[src/rtl/uart_pkg.sv]
// -----------------------------------------------------------------------------
// uart_pkg
//   Shared types and constants for the UART receive slave.
//   - bus_state_t : bus-side FSM states. The numeric encoding is visible on
//                   state_out for debug, so the values are fixed.
//   - rx_state_t  : serial receiver FSM states.
//   - REG_*       : register offsets, decoded from the low two address bits.
//   - STAT_*      : bit positions inside the STATUS register.
//   - CTRL_*      : bit positions inside the CTRL register.
// -----------------------------------------------------------------------------
package uart_pkg;

    typedef enum logic [3:0] {
        BUS_IDLE    = 4'd0,
        BUS_ADDR    = 4'd1,
        BUS_WDATA   = 4'd2,
        BUS_WCOMMIT = 4'd3,
        BUS_RPREP   = 4'd4,
        BUS_RWAIT   = 4'd5,
        BUS_RDATA   = 4'd6
    } bus_state_t;

    typedef enum logic [2:0] {
        RX_IDLE,
        RX_START,
        RX_DATA,
        RX_PARITY,
        RX_STOP
    } rx_state_t;

    localparam logic [1:0] REG_RXDATA = 2'd0;
    localparam logic [1:0] REG_STATUS = 2'd1;
    localparam logic [1:0] REG_CTRL   = 2'd2;

    localparam int STAT_NOT_EMPTY = 0;
    localparam int STAT_FULL      = 1;
    localparam int STAT_OVERRUN   = 2;
    localparam int STAT_FRAME_ERR = 3;

    localparam int CTRL_CLR_ERR = 0;
    localparam int CTRL_FLUSH   = 1;

endpackage

[src/rtl/uart_rx_core.sv]
// -----------------------------------------------------------------------------
// uart_rx_core
//   Serial receiver: 2-flop synchronizer, baud counter and RX FSM.
//   Frames are 8N1 by default; define UART_RX_PARITY_EN for 8E1 (an even
//   parity bit follows the last data bit, a mismatch is a frame error).
//
// Ports
//   clk, reset  : system clock, synchronous active-high reset
//   rx_in       : asynchronous serial line, idle high
//   rx_byte     : assembled byte, valid while byte_valid is high
//   byte_valid  : one-cycle pulse in the stop-bit sample cycle of a good frame
//   frame_err   : one-cycle pulse in the stop-bit sample cycle of a bad frame
// -----------------------------------------------------------------------------
module uart_rx_core #(
    parameter int DATA_W       = 8,
    parameter int CLKS_PER_BIT = 5208
) (
    input  logic              clk,
    input  logic              reset,
    input  logic              rx_in,
    output logic [DATA_W-1:0] rx_byte,
    output logic              byte_valid,
    output logic              frame_err
);
    import uart_pkg::*;

    localparam int CNT_W = $clog2(CLKS_PER_BIT + 1);
    localparam int IDX_W = (DATA_W > 1) ? $clog2(DATA_W) : 1;
    localparam logic [CNT_W-1:0] FULL_LIM = CNT_W'(CLKS_PER_BIT - 1);
    localparam logic [CNT_W-1:0] HALF_LIM = CNT_W'(CLKS_PER_BIT / 2 - 1);
    localparam logic [IDX_W-1:0] LAST_IDX = IDX_W'(DATA_W - 1);

    rx_state_t         state_q, state_nx;
    logic              rx_meta, rx_sync, rx_prev;
    logic [CNT_W-1:0]  baud_cnt;
    logic [IDX_W-1:0]  bit_idx;
    logic [DATA_W-1:0] shift_q;
    logic              par_err;
    logic              tick;
    logic              falling;

    // Synchronizer resets to the idle (high) level so leaving reset never
    // looks like a start bit.
    // NOTE: state is updated with non-blocking assignments so every flop
    // samples the pre-edge value of its neighbours, as real flops do.
    always_ff @(posedge clk) begin
        if (reset) begin
            rx_meta <= 1'b1;
            rx_sync <= 1'b1;
            rx_prev <= 1'b1;
        end else begin
            rx_meta <= rx_in;
            rx_sync <= rx_meta;
            rx_prev <= rx_sync;
        end
    end

    assign falling = rx_prev & ~rx_sync;

    // The start bit is checked at its midpoint; from there each full bit
    // period lands in the middle of the next bit.
    assign tick = (baud_cnt == ((state_q == RX_START) ? HALF_LIM : FULL_LIM));

    always_ff @(posedge clk) begin
        if (reset) begin
            state_q <= RX_IDLE;
        end else begin
            state_q <= state_nx;
        end
    end

    // NOTE: every output of this block is given a default before the case
    // statement, so no path leaves a variable unassigned and no latch forms.
    always_comb begin
        state_nx   = state_q;
        byte_valid = 1'b0;
        frame_err  = 1'b0;
        case (state_q)
            RX_IDLE: begin
                if (falling) state_nx = RX_START;
            end
            RX_START: begin
                // Line back high at mid-start: a glitch, drop it silently.
                if (tick) state_nx = rx_sync ? RX_IDLE : RX_DATA;
            end
            RX_DATA: begin
                if (tick && bit_idx == LAST_IDX) begin
`ifdef UART_RX_PARITY_EN
                    state_nx = RX_PARITY;
`else
                    state_nx = RX_STOP;
`endif
                end
            end
            RX_PARITY: begin
                if (tick) state_nx = RX_STOP;
            end
            RX_STOP: begin
                if (tick) begin
                    state_nx = RX_IDLE;
                    if (rx_sync && !par_err) byte_valid = 1'b1;
                    else                     frame_err  = 1'b1;
                end
            end
            default: state_nx = RX_IDLE;
        endcase
    end

    always_ff @(posedge clk) begin
        if (reset) begin
            baud_cnt <= '0;
            bit_idx  <= '0;
            shift_q  <= '0;
            par_err  <= 1'b0;
        end else begin
            if (state_q == RX_IDLE || tick) baud_cnt <= '0;
            else                            baud_cnt <= baud_cnt + 1'b1;

            if (state_q == RX_IDLE) begin
                bit_idx <= '0;
                par_err <= 1'b0;
            end

            // LSB arrives first, so shift in from the top.
            if (state_q == RX_DATA && tick) begin
                shift_q <= {rx_sync, shift_q[DATA_W-1:1]};
                bit_idx <= bit_idx + 1'b1;
            end

`ifdef UART_RX_PARITY_EN
            // Even parity: data bits plus parity bit must XOR to zero.
            if (state_q == RX_PARITY && tick) par_err <= (^shift_q) ^ rx_sync;
`endif
        end
    end

    assign rx_byte = shift_q;

endmodule

[src/rtl/uart_rx_slave.sv]
// -----------------------------------------------------------------------------
// uart_rx_slave
//   UART receive slave on the bit-serial ADS bus. Received bytes go into a
//   small FIFO that either master drains through the RXDATA register.
//   Build option: UART_RX_PARITY_EN selects 8E1 frames in uart_rx_core.
//
// Registers (low two address bits, upper bits ignored)
//   0 RXDATA (R) : pop oldest byte, 0x00 without a pop when empty
//   1 STATUS (R) : {4'b0, frame_err, overrun, full, not_empty}
//   2 CTRL   (W) : bit0 clears sticky errors, bit1 flushes the FIFO
//   3            : reads 0x00, writes ignored
//
// Ports
//   clk, reset    : system clock, synchronous active-high reset
//   rx_in         : UART serial input
//   validIn       : Address/DataIn bit qualified this cycle
//   wren          : 1 write / 0 read, sampled with the first address bit
//   Address       : serial address, LSB first
//   DataIn        : serial write data, LSB first
//   BurstEn       : unused, every transfer is single
//   BusAvailable  : arbiter ready to take read data
//   ready         : idle, can accept a transaction
//   validOut      : DataOut bit valid
//   hold          : read data prepared, waiting for BusAvailable
//   DataOut       : serial read data, LSB first
//   ack_out       : one-cycle pulse per byte pushed into the FIFO
//   state_out     : bus FSM state (debug)
// -----------------------------------------------------------------------------
module uart_rx_slave #(
    parameter int ADDR_W       = 12,
    parameter int DATA_W       = 8,
    parameter int CLKS_PER_BIT = 5208,
    parameter int FIFO_DEPTH   = 4
) (
    input  logic       clk,
    input  logic       reset,
    input  logic       rx_in,
    input  logic       validIn,
    input  logic       wren,
    input  logic       Address,
    input  logic       DataIn,
    input  logic       BurstEn,
    input  logic       BusAvailable,
    output logic       ready,
    output logic       validOut,
    output logic       hold,
    output logic       DataOut,
    output logic       ack_out,
    output logic [3:0] state_out
);
    import uart_pkg::*;

    localparam int PTR_W  = (FIFO_DEPTH > 1) ? $clog2(FIFO_DEPTH) : 1;
    localparam int CNT_W  = PTR_W + 1;
    localparam int ACNT_W = $clog2(ADDR_W + 1);
    localparam int DCNT_W = $clog2(DATA_W + 1);
    localparam logic [CNT_W-1:0]  FIFO_FULL = CNT_W'(FIFO_DEPTH);
    localparam logic [ACNT_W-1:0] ADDR_LAST = ACNT_W'(ADDR_W - 1);
    localparam logic [DCNT_W-1:0] DATA_LAST = DCNT_W'(DATA_W - 1);
    localparam logic [DCNT_W-1:0] DATA_DONE = DCNT_W'(DATA_W);

    // ---------------------------------------------------------------- receiver
    logic [DATA_W-1:0] rx_byte;
    logic              byte_valid;
    logic              frame_err;

    uart_rx_core #(
        .DATA_W       (DATA_W),
        .CLKS_PER_BIT (CLKS_PER_BIT)
    ) u_core (
        .clk        (clk),
        .reset      (reset),
        .rx_in      (rx_in),
        .rx_byte    (rx_byte),
        .byte_valid (byte_valid),
        .frame_err  (frame_err)
    );

    logic unused_burst;
    assign unused_burst = BurstEn;

    // ---------------------------------------------------------------- bus FSM
    bus_state_t        state_q, state_nx;
    logic              wr_q;
    logic [1:0]        reg_sel;
    logic [1:0]        wbits;
    logic [ACNT_W-1:0] a_cnt;
    logic [DCNT_W-1:0] d_cnt;
    logic [DATA_W-1:0] rd_sh;
    logic [DATA_W-1:0] rd_val;

    // ---------------------------------------------------------------- FIFO
    logic [DATA_W-1:0] fifo_mem [FIFO_DEPTH];
    logic [PTR_W-1:0]  wr_ptr, rd_ptr;
    logic [CNT_W-1:0]  count;
    logic              fifo_empty, fifo_full;
    logic              push, pop, flush, clr_err, ovr_set, wr_commit;
    logic              overrun_q, frame_err_q;

    assign fifo_empty = (count == '0);
    assign fifo_full  = (count == FIFO_FULL);

    always_comb begin
        state_nx = state_q;
        case (state_q)
            BUS_IDLE:    if (validIn) state_nx = BUS_ADDR;
            BUS_ADDR:    if (validIn && a_cnt == ADDR_LAST)
                             state_nx = wr_q ? BUS_WDATA : BUS_RPREP;
            BUS_WDATA:   if (validIn && d_cnt == DATA_LAST) state_nx = BUS_WCOMMIT;
            BUS_WCOMMIT: state_nx = BUS_IDLE;
            BUS_RPREP:   state_nx = BUS_RWAIT;
            BUS_RWAIT:   if (BusAvailable) state_nx = BUS_RDATA;
            BUS_RDATA:   if (d_cnt == DATA_DONE) state_nx = BUS_IDLE;
            default:     state_nx = BUS_IDLE;
        endcase
    end

    // Read source, sampled into rd_sh in RPREP.
    always_comb begin
        rd_val = '0;
        case (reg_sel)
            REG_RXDATA: if (!fifo_empty) rd_val = fifo_mem[rd_ptr];
            REG_STATUS: begin
                rd_val[STAT_NOT_EMPTY] = !fifo_empty;
                rd_val[STAT_FULL]      = fifo_full;
                rd_val[STAT_OVERRUN]   = overrun_q;
                rd_val[STAT_FRAME_ERR] = frame_err_q;
            end
            default: rd_val = '0;
        endcase
    end

    always_ff @(posedge clk) begin
        if (reset) begin
            state_q  <= BUS_IDLE;
            wr_q     <= 1'b0;
            reg_sel  <= '0;
            wbits    <= '0;
            a_cnt    <= '0;
            d_cnt    <= '0;
            rd_sh    <= '0;
            ready    <= 1'b1;
            hold     <= 1'b0;
            validOut <= 1'b0;
            DataOut  <= 1'b0;
        end else begin
            state_q <= state_nx;

            // Outputs are decoded from the next state so they are registered
            // yet line up with the state they describe.
            ready    <= (state_nx == BUS_IDLE);
            hold     <= (state_nx == BUS_RWAIT);
            validOut <= (state_nx == BUS_RDATA);
            DataOut  <= (state_nx == BUS_RDATA) ? rd_sh[0] : 1'b0;

            case (state_q)
                BUS_IDLE: begin
                    if (validIn) begin
                        wr_q    <= wren;
                        reg_sel <= {1'b0, Address};
                        wbits   <= '0;
                        a_cnt   <= ACNT_W'(1);
                    end
                end
                BUS_ADDR: begin
                    // Only the two low address bits decode; the rest are
                    // counted but not stored.
                    if (validIn) begin
                        if (a_cnt == ACNT_W'(1)) reg_sel[1] <= Address;
                        a_cnt <= a_cnt + 1'b1;
                    end
                    d_cnt <= '0;
                end
                BUS_WDATA: begin
                    if (validIn) begin
                        if (d_cnt == DCNT_W'(0)) wbits[0] <= DataIn;
                        if (d_cnt == DCNT_W'(1)) wbits[1] <= DataIn;
                        d_cnt <= d_cnt + 1'b1;
                    end
                end
                BUS_RPREP: rd_sh <= rd_val;
                BUS_RWAIT: begin
                    // Bit 0 leaves on this edge, so d_cnt counts bits sent.
                    if (BusAvailable) begin
                        rd_sh <= rd_sh >> 1;
                        d_cnt <= DCNT_W'(1);
                    end
                end
                BUS_RDATA: begin
                    if (d_cnt != DATA_DONE) begin
                        rd_sh <= rd_sh >> 1;
                        d_cnt <= d_cnt + 1'b1;
                    end
                end
                default: ;
            endcase
        end
    end

    assign state_out = state_q;

    // ---------------------------------------------------------------- FIFO control
    assign wr_commit = (state_q == BUS_WCOMMIT) && (reg_sel == REG_CTRL);
    assign flush     = wr_commit && wbits[CTRL_FLUSH];
    assign clr_err   = wr_commit && wbits[CTRL_CLR_ERR];
    assign pop       = (state_q == BUS_RPREP) && (reg_sel == REG_RXDATA) && !fifo_empty;
    // A pop in the same cycle frees the slot, so a full FIFO still accepts.
    // A flush discards a coincident byte without calling it an overrun.
    assign push      = byte_valid && (!fifo_full || pop) && !flush;
    assign ovr_set   = byte_valid && fifo_full && !pop && !flush;

    always_ff @(posedge clk) begin
        if (reset) begin
            wr_ptr      <= '0;
            rd_ptr      <= '0;
            count       <= '0;
            overrun_q   <= 1'b0;
            frame_err_q <= 1'b0;
            ack_out     <= 1'b0;
        end else begin
            ack_out <= push;

            if (flush) begin
                wr_ptr <= '0;
                rd_ptr <= '0;
                count  <= '0;
            end else begin
                if (push) wr_ptr <= wr_ptr + 1'b1;
                if (pop)  rd_ptr <= rd_ptr + 1'b1;
                case ({push, pop})
                    2'b10:   count <= count + 1'b1;
                    2'b01:   count <= count - 1'b1;
                    default: ;
                endcase
            end

            // Set beats clear, so an error arriving with the clear survives.
            overrun_q   <= (overrun_q   & ~clr_err) | ovr_set;
            frame_err_q <= (frame_err_q & ~clr_err) | frame_err;
        end
    end

    // NOTE: the storage array has no reset; the pointers and count define
    // which entries are valid, so clearing the data itself buys nothing.
    always_ff @(posedge clk) begin
        if (push) fifo_mem[wr_ptr] <= rx_byte;
    end

endmodule

[config.mk]
export PLATFORM = sky130hd
export DESIGN_NAME = uart_rx_slave
export DESIGN_NICKNAME = d
export VERILOG_FILES = /design/src/rtl/uart_pkg.sv /design/src/rtl/uart_rx_core.sv /design/src/rtl/uart_rx_slave.sv
export SDC_FILE = /design/constraint.sdc
export NUM_CORES = 1
export LEC_CHECK = 0
export CAP_MARGIN = 20
export CORE_MARGIN = 10
export CORE_UTILIZATION = 37
export DETAILED_ROUTE_END_ITERATION = 6
export PLACE_DENSITY_LB_ADDON = 0.25
export SLEW_MARGIN = 20
export SYNTH_ARGS = -nofsm -noshare
export SYNTH_HDL_FRONTEND = slang
export SYNTH_SLANG_ARGS = --single-unit
[constraint.sdc]
create_clock -name clk -period 2.5 [get_ports clk]
set_clock_uncertainty 0.1 [all_clocks]
set_input_delay 0.375 -clock clk [delete_from_list [all_inputs] [get_ports clk]]
set_output_delay 0.375 -clock clk [all_outputs]
set_load 0.005 [all_outputs]
# Word level (Yosys, flattened, before mapping)
# Memories as Yosys holds them, arrays and structs flattened. A register that Yosys moved wholly into a read port is not among the register bits.
# Index checks and enable logic that the tools add are counted.
# word_totals
elab_cells	174
out_inout_bits	9
register_bits	69
input_bits	9
mem_count	1
ram_bits	32
# mem_list
memory	words	word_bits	rd	rd_clocked_by_memory_dff	write_ports	line_no	rtl
fifo_mem	4	8	1	1	1	uart_rx_slave.sv:93	logic [DATA_W-1:0] fifo_mem [FIFO_DEPTH];
# op_classes
n_eq_ne	38
n_bitwise	8
n_reduce_logical	43
addsub	8
muxes	50
# op_table
cell	count
4-bit two-way mux	11
4-bit by 3-bit == test with 1-bit output, second input constant	6
3-bit two-way mux	8
8-bit two-way mux	3
4-bit one-hot mux with 6 select lines	1
8-bit one-hot mux with 3 select lines	1
2-bit inequality test, second input constant	8
4-bit one-hot mux with 2 select lines	2
4-bit one-hot mux with 4 select lines	1
4-bit AND reduction	4
3-bit one-hot mux with 5 select lines	1
1-bit logical AND	14
13-bit by 1-bit adder with 13-bit output, second input constant	1
13-bit == test	1
13-bit two-way mux	1
4-bit by 1-bit == test with 1-bit output, second input constant	3
4-bit logical NOT	3
1-bit two-way mux	12
2-bit two-way mux	6
2-bit by 1-bit inequality test with 1-bit output, second input constant	5
3-bit == test, second input constant	3
4-bit by 1-bit adder with 4-bit output, second input constant	2
4-bit by 2-bit == test with 1-bit output, second input constant	2
4-bit == test, second input constant	2
25 further kinds	46

# Logic depth before layout (Yosys ltp)
# logic_depth
word_depth	9
mapped_depth	11
depth_no_buf	10

# By module
# Synthesis repeated with hierarchy kept, for this count alone.
# unflattened
cells_unflattened	432
area_unflattened_um2	4722.0
# by_module_without_submodules
module	instances	area_each_um2	seq_area_each_um2	cells_each
uart_rx_slave	1	3373.2	1781.7	291
uart_rx_core	1	1348.8	600.6	141

# Worst setup path before layout
# OpenSTA, ideal clock, no wires.
# synth_path
kind	flip-flop to flip-flop
start	register state_q[0], in the netlist state_out[0]
end	register count[2]
required_time_ns	2.330
synth_period_minus_slack_ns	2.762
setup_ns	0.070
path_slack_ns	-0.262
path_stages_with_launch	12
arrival_ns	2.592
path_buffers	1
cell_sequence	dfxtp_1 > buf_2 > or4b_4 > o31ai_4 > o2111ai_4 > or2_1 > ha_1 > inv_1 > fa_1 > xor2_1 > or3_1 > a21oi_1
# synth_between
elab_chain_cells	8
elab_cells_between_ends	15
cone_classes	eq/ne: 4; mux: 1; reduce/logical: 10
# synth_lines
item	line_no	rtl
start, declared	uart_rx_slave.sv:83	bus_state_t state_q, state_nx;
start signal, assigned	uart_rx_slave.sv:147	state_q <= state_nx;
4-bit by 3-bit == test with 1-bit output	uart_rx_slave.sv:206	assign pop = (state_q == BUS_RPREP) && (reg_sel == REG_RXDATA) && !fifo_empty;
1-bit logical AND (2 in a row)	uart_rx_slave.sv:206	
1-bit logical OR	uart_rx_slave.sv:209	assign push = byte_valid && (!fifo_full || pop) && !flush;
1-bit logical AND (2 in a row)	uart_rx_slave.sv:209	
2-bit by 1-bit == test with 1-bit output / 2-bit == test (equally long branches)	uart_rx_slave.sv:230	case ({push, pop})
3-bit one-hot mux with 2 select lines / 2-bit nonzero test (equally long branches)	n/a	
end signal, assigned	uart_rx_slave.sv:231	2'b10: count <= count + 1'b1;
end signal, assigned	uart_rx_slave.sv:232	2'b01: count <= count - 1'b1;
end, declared	uart_rx_slave.sv:95	logic [CNT_W-1:0] count;
# Parallel ways exist; a longest one is shown, timed or not.
# A chain may end at the register's enable or synchronous reset.

# Worst setup path after layout
# layout_path
start	register state_q[3], in the netlist state_out[3]
end	register count[2]
# Same word-level chain as after synthesis.

==> metrics.txt <==
post-synth cell types=68; CTS clk-pin slew, worst paths=0.07 ns; Pwr per Cell Area=544 nW/µm²; worst path required time=between 2 and 3 ns; share of cells above drive strength 1=about a fifth; clk buf depth=2; register area share after synthesis=49.4%; Avg WL per Cell=15.3 µm; DIE HEIGHT=between 100 and 150 µm; H-tree depth=3; unrepaired setup endpoints after global routing=yes; CORE AREA=12,700 µm²; worst path cell trace=or4b_4 -> o31ai_4 -> o2111ai_4 -> or2_1 -> ha_2 -> inv_2 -> fa_1 -> xor2_1 -> or3_1 -> a21oi_1; DP HPWL=7620 µm; flops & latches, synth=~100; critical path startpoint category=flip-flop; total design power=~3100 µW; num ports=18; Core Util, Final=45.4%; die area=approximately 18,000 µm²; Net Count, Synth=485; cell taking the most area after synthesis=dfxtp_1; Worst Setup Path Type=flip-flop to flip-flop; initial drt markers=248; Final period util=105%; Hold Crit Class=flip-flop to flip-flop; max-cap violation count=0; status=complete, but fails checks; Initial Util=a little under two fifths; top-count cell post-synth=dfxtp_1; largest net degree at the start of global routing=24; total congestion overflow=0; top_reg_cell synth=dfxtp_1; clk_lat worst skew=0.34 ns; Setup crit end kind=flip-flop; fin area=5780 µm²; Post-synth ARST share=0%; CP max FO=2; total number of vias=3,659; Setup WS post-layout=-0.128 ns; fill count=1,253; total CTS buffers=9; slew margin rel.=63.9%; CTS Hold Bufs=0; WL final=10,600 µm; post-place instance area=5490 µm²; Slew @ Worst Pin=roughly 0.54 ns; vias in the first global route=3,572; placed insts=between 600 and 700; synth warn=0; synth cell count leaders=dfxtp_1 (71), nor2_1 (35), edfxtp_1 (32), a21oi_1 (29), nand2_1 (23); Post-synth EDFFs=32; Synth Cell Area=4830 µm²; WP data arrival=2.80 ns; CTS Sinks=103; Root Buffer=clkbuf_16; Global Route Usage Sum=12.1%; max-slew violations=0; antenna-violating nets left=0; Mapped Cells=462; syn_area_per_cell=10.4 µm²; drt via density=~5.3; Max Fclk=380 MHz; nets@finish=539; IO buf count=16; n_diodes=0; Layout Cells excl Fill=approximately 690; max incr delay on CP=0.56 ns; Place WS=-0.143 ns; antenna violations before repair=1; Setup-failing EPs final=2; gpl congestion=0.853; peak supply drop=0.343 mV; Rows=41; top post-synthesis cells by area=dfxtp_1 (29%), edfxtp_1 (20%), mux4_2 (3.7%), ha_1 (3.4%), a21oi_1 (3.0%); 1st-pass router iterations=5; Syn-to-layout area delta=19.6%; first-pass GRT wire length=18,100 µm; hold path cells=1; slowest stage cell, crit path=or4b_4; Final Hold Vio Count=0; r2r worst-path depth=10; Die X=134 µm; failing checks=setup timing; TritonCTS clock tree=built; Final Critical Period=~2.6 ns; top cell type's share of synthesized area=29.4%; LEAKAGE=0.00204 µW; DRC viols=0
cells by family after synthesis:
logic type / after synthesis / synth area share, %
AO/OA/AOI/OAI: 92 / 13.8
XOR/XNOR: 16 / 2.90
adder cells (fa/ha/maj): 14 / 3.78
buffers and inverters: 41 / 3.37
flip-flops: 103 / 49.4
multiplexers: 15 / 5.18
other: 1 / 0.0777
AND/OR/NAND/NOR: 180 / 21.5
critical path, delay by kind of cell (launching register included):
kind / cells / cell delay [ns]
and+or+nand+nor: 3 / 1.12
AOI/OAI and AO/OA: 3 / 0.55
adders and majority gates: 2 / 0.36
DFF: 1 / 0.31
xor gates and xnor gates: 1 / 0.07
buffers and inverters: 1 / 0.05
worst paths after layout:
kind / slack, ns / endpoint / from
hold reg to reg: 0.32 / u_core.rx_sync$_SDFF_PP1_ / u_core.rx_meta$_SDFF_PP1_
setup / recovery: -0.13 / count[2]$_SDFFE_PP0P_ / state_out[3]$_SDFF_PP0_
hold / removal: 0.32 / u_core.rx_sync$_SDFF_PP1_ / u_core.rx_meta$_SDFF_PP1_
setup reg to reg: -0.13 / count[2]$_SDFFE_PP0P_ / state_out[3]$_SDFF_PP0_
sequential cells by signal, summed over array words and instances (netlist names), 4 cells and up, named ones only:
signal / count
rd_sh: 8
a_cnt: 4
state_out: 4
u_core.baud_cnt: 13
u_core.rx_byte: 8
d_cnt: 4
fifo_mem: 32
cell usage in the layout (no fill, tap or decap), types with 3 or more instances in the layout:
| master | count |
|---|---|
| a311oi_1 | 4 |
| or2_2 | 3 |
| mux2i_1 | 7 |
| dfxtp_1 | 70 |
| o21ai_0 | 16 |
| and3_1 | 8 |
| a21o_1 | 3 |
| buf_4 | 53 |
| or3b_2 | 4 |
| nor2_1 | 35 |
| nor2b_1 | 7 |
| and4b_1 | 4 |
| nor4_1 | 4 |
| inv_1 | 14 |
| nand3b_1 | 3 |
| and2_1 | 4 |
| a21oi_1 | 29 |
| xnor2_1 | 10 |
| nor4bb_1 | 4 |
| nor3_1 | 18 |
| nand4b_1 | 3 |
| nor4b_1 | 3 |
| nor3b_1 | 12 |
| nand2b_1 | 3 |
| nand4_1 | 5 |
| a221oi_1 | 3 |
| or3_1 | 4 |
| a2111oi_0 | 3 |
| nand2_1 | 23 |
| clkbuf_16 | 9 |
| mux4_2 | 8 |
| clkdlybuf4s50_1 | 16 |
| nand3_1 | 21 |
| o31ai_1 | 3 |
| edfxtp_1 | 32 |
| xor2_1 | 6 |
| a211oi_1 | 5 |
| ha_1 | 12 |
layer usage:
layer	GRT usage (%)	wire length [µm]	vias up
met5	0	13	-
met4	2.78	93	2
li1	-	-	1825
met1	15.7	5050	1775
met2	19.4	5080	48
met3	3.73	368	9
where the power goes:
| group | leakage (µW) | internal, µW | switching, µW | total (µW) |
|---|---|---|---|---|
| combinational | 0.00104 | 46.3 | 58.0 | 104 |
| sequential | 0.000870 | 1720 | 5.99 | 1720 |
| clock | 0.000129 | 682 | 630 | 1310 |
| total | 0.00204 | 2450 | 694 | 3140 |
repair_timing:
| item | CTS | global route |
|---|---|---|
| gates resized for setup | 0 | 1 |
| setup endpoints to repair | 2 | 2 |
| buffers inserted | 1 | 0 |
| pin swaps | 1 | 0 |
layout make-up:
class | instances | area, µm² | area share, %
flip-flops and latches | 103 | 2380 | 41.3
multi-input cells | 318 | 2290 | 39.7
repair buffers | 69 | 558 | 9.66
clock buffers | 10 | 229 | 3.96
well taps | 172 | 215 | 3.73
inverters | 15 | 56.3 | 0.975
clock inverters | 6 | 42.5 | 0.737
stage by stage:
stage | TNS, ns | hold slack [ns]
global route | -0.437 | 0.352
CTS | -0.212 | 0.329
finish | -0.166 | 0.325
global placement | -0.167 | 0.300
detailed placement | -0.202 | 0.305
floorplan | -3.50 | 0.289
Note: power is estimated with default switching activity, not from simulation.
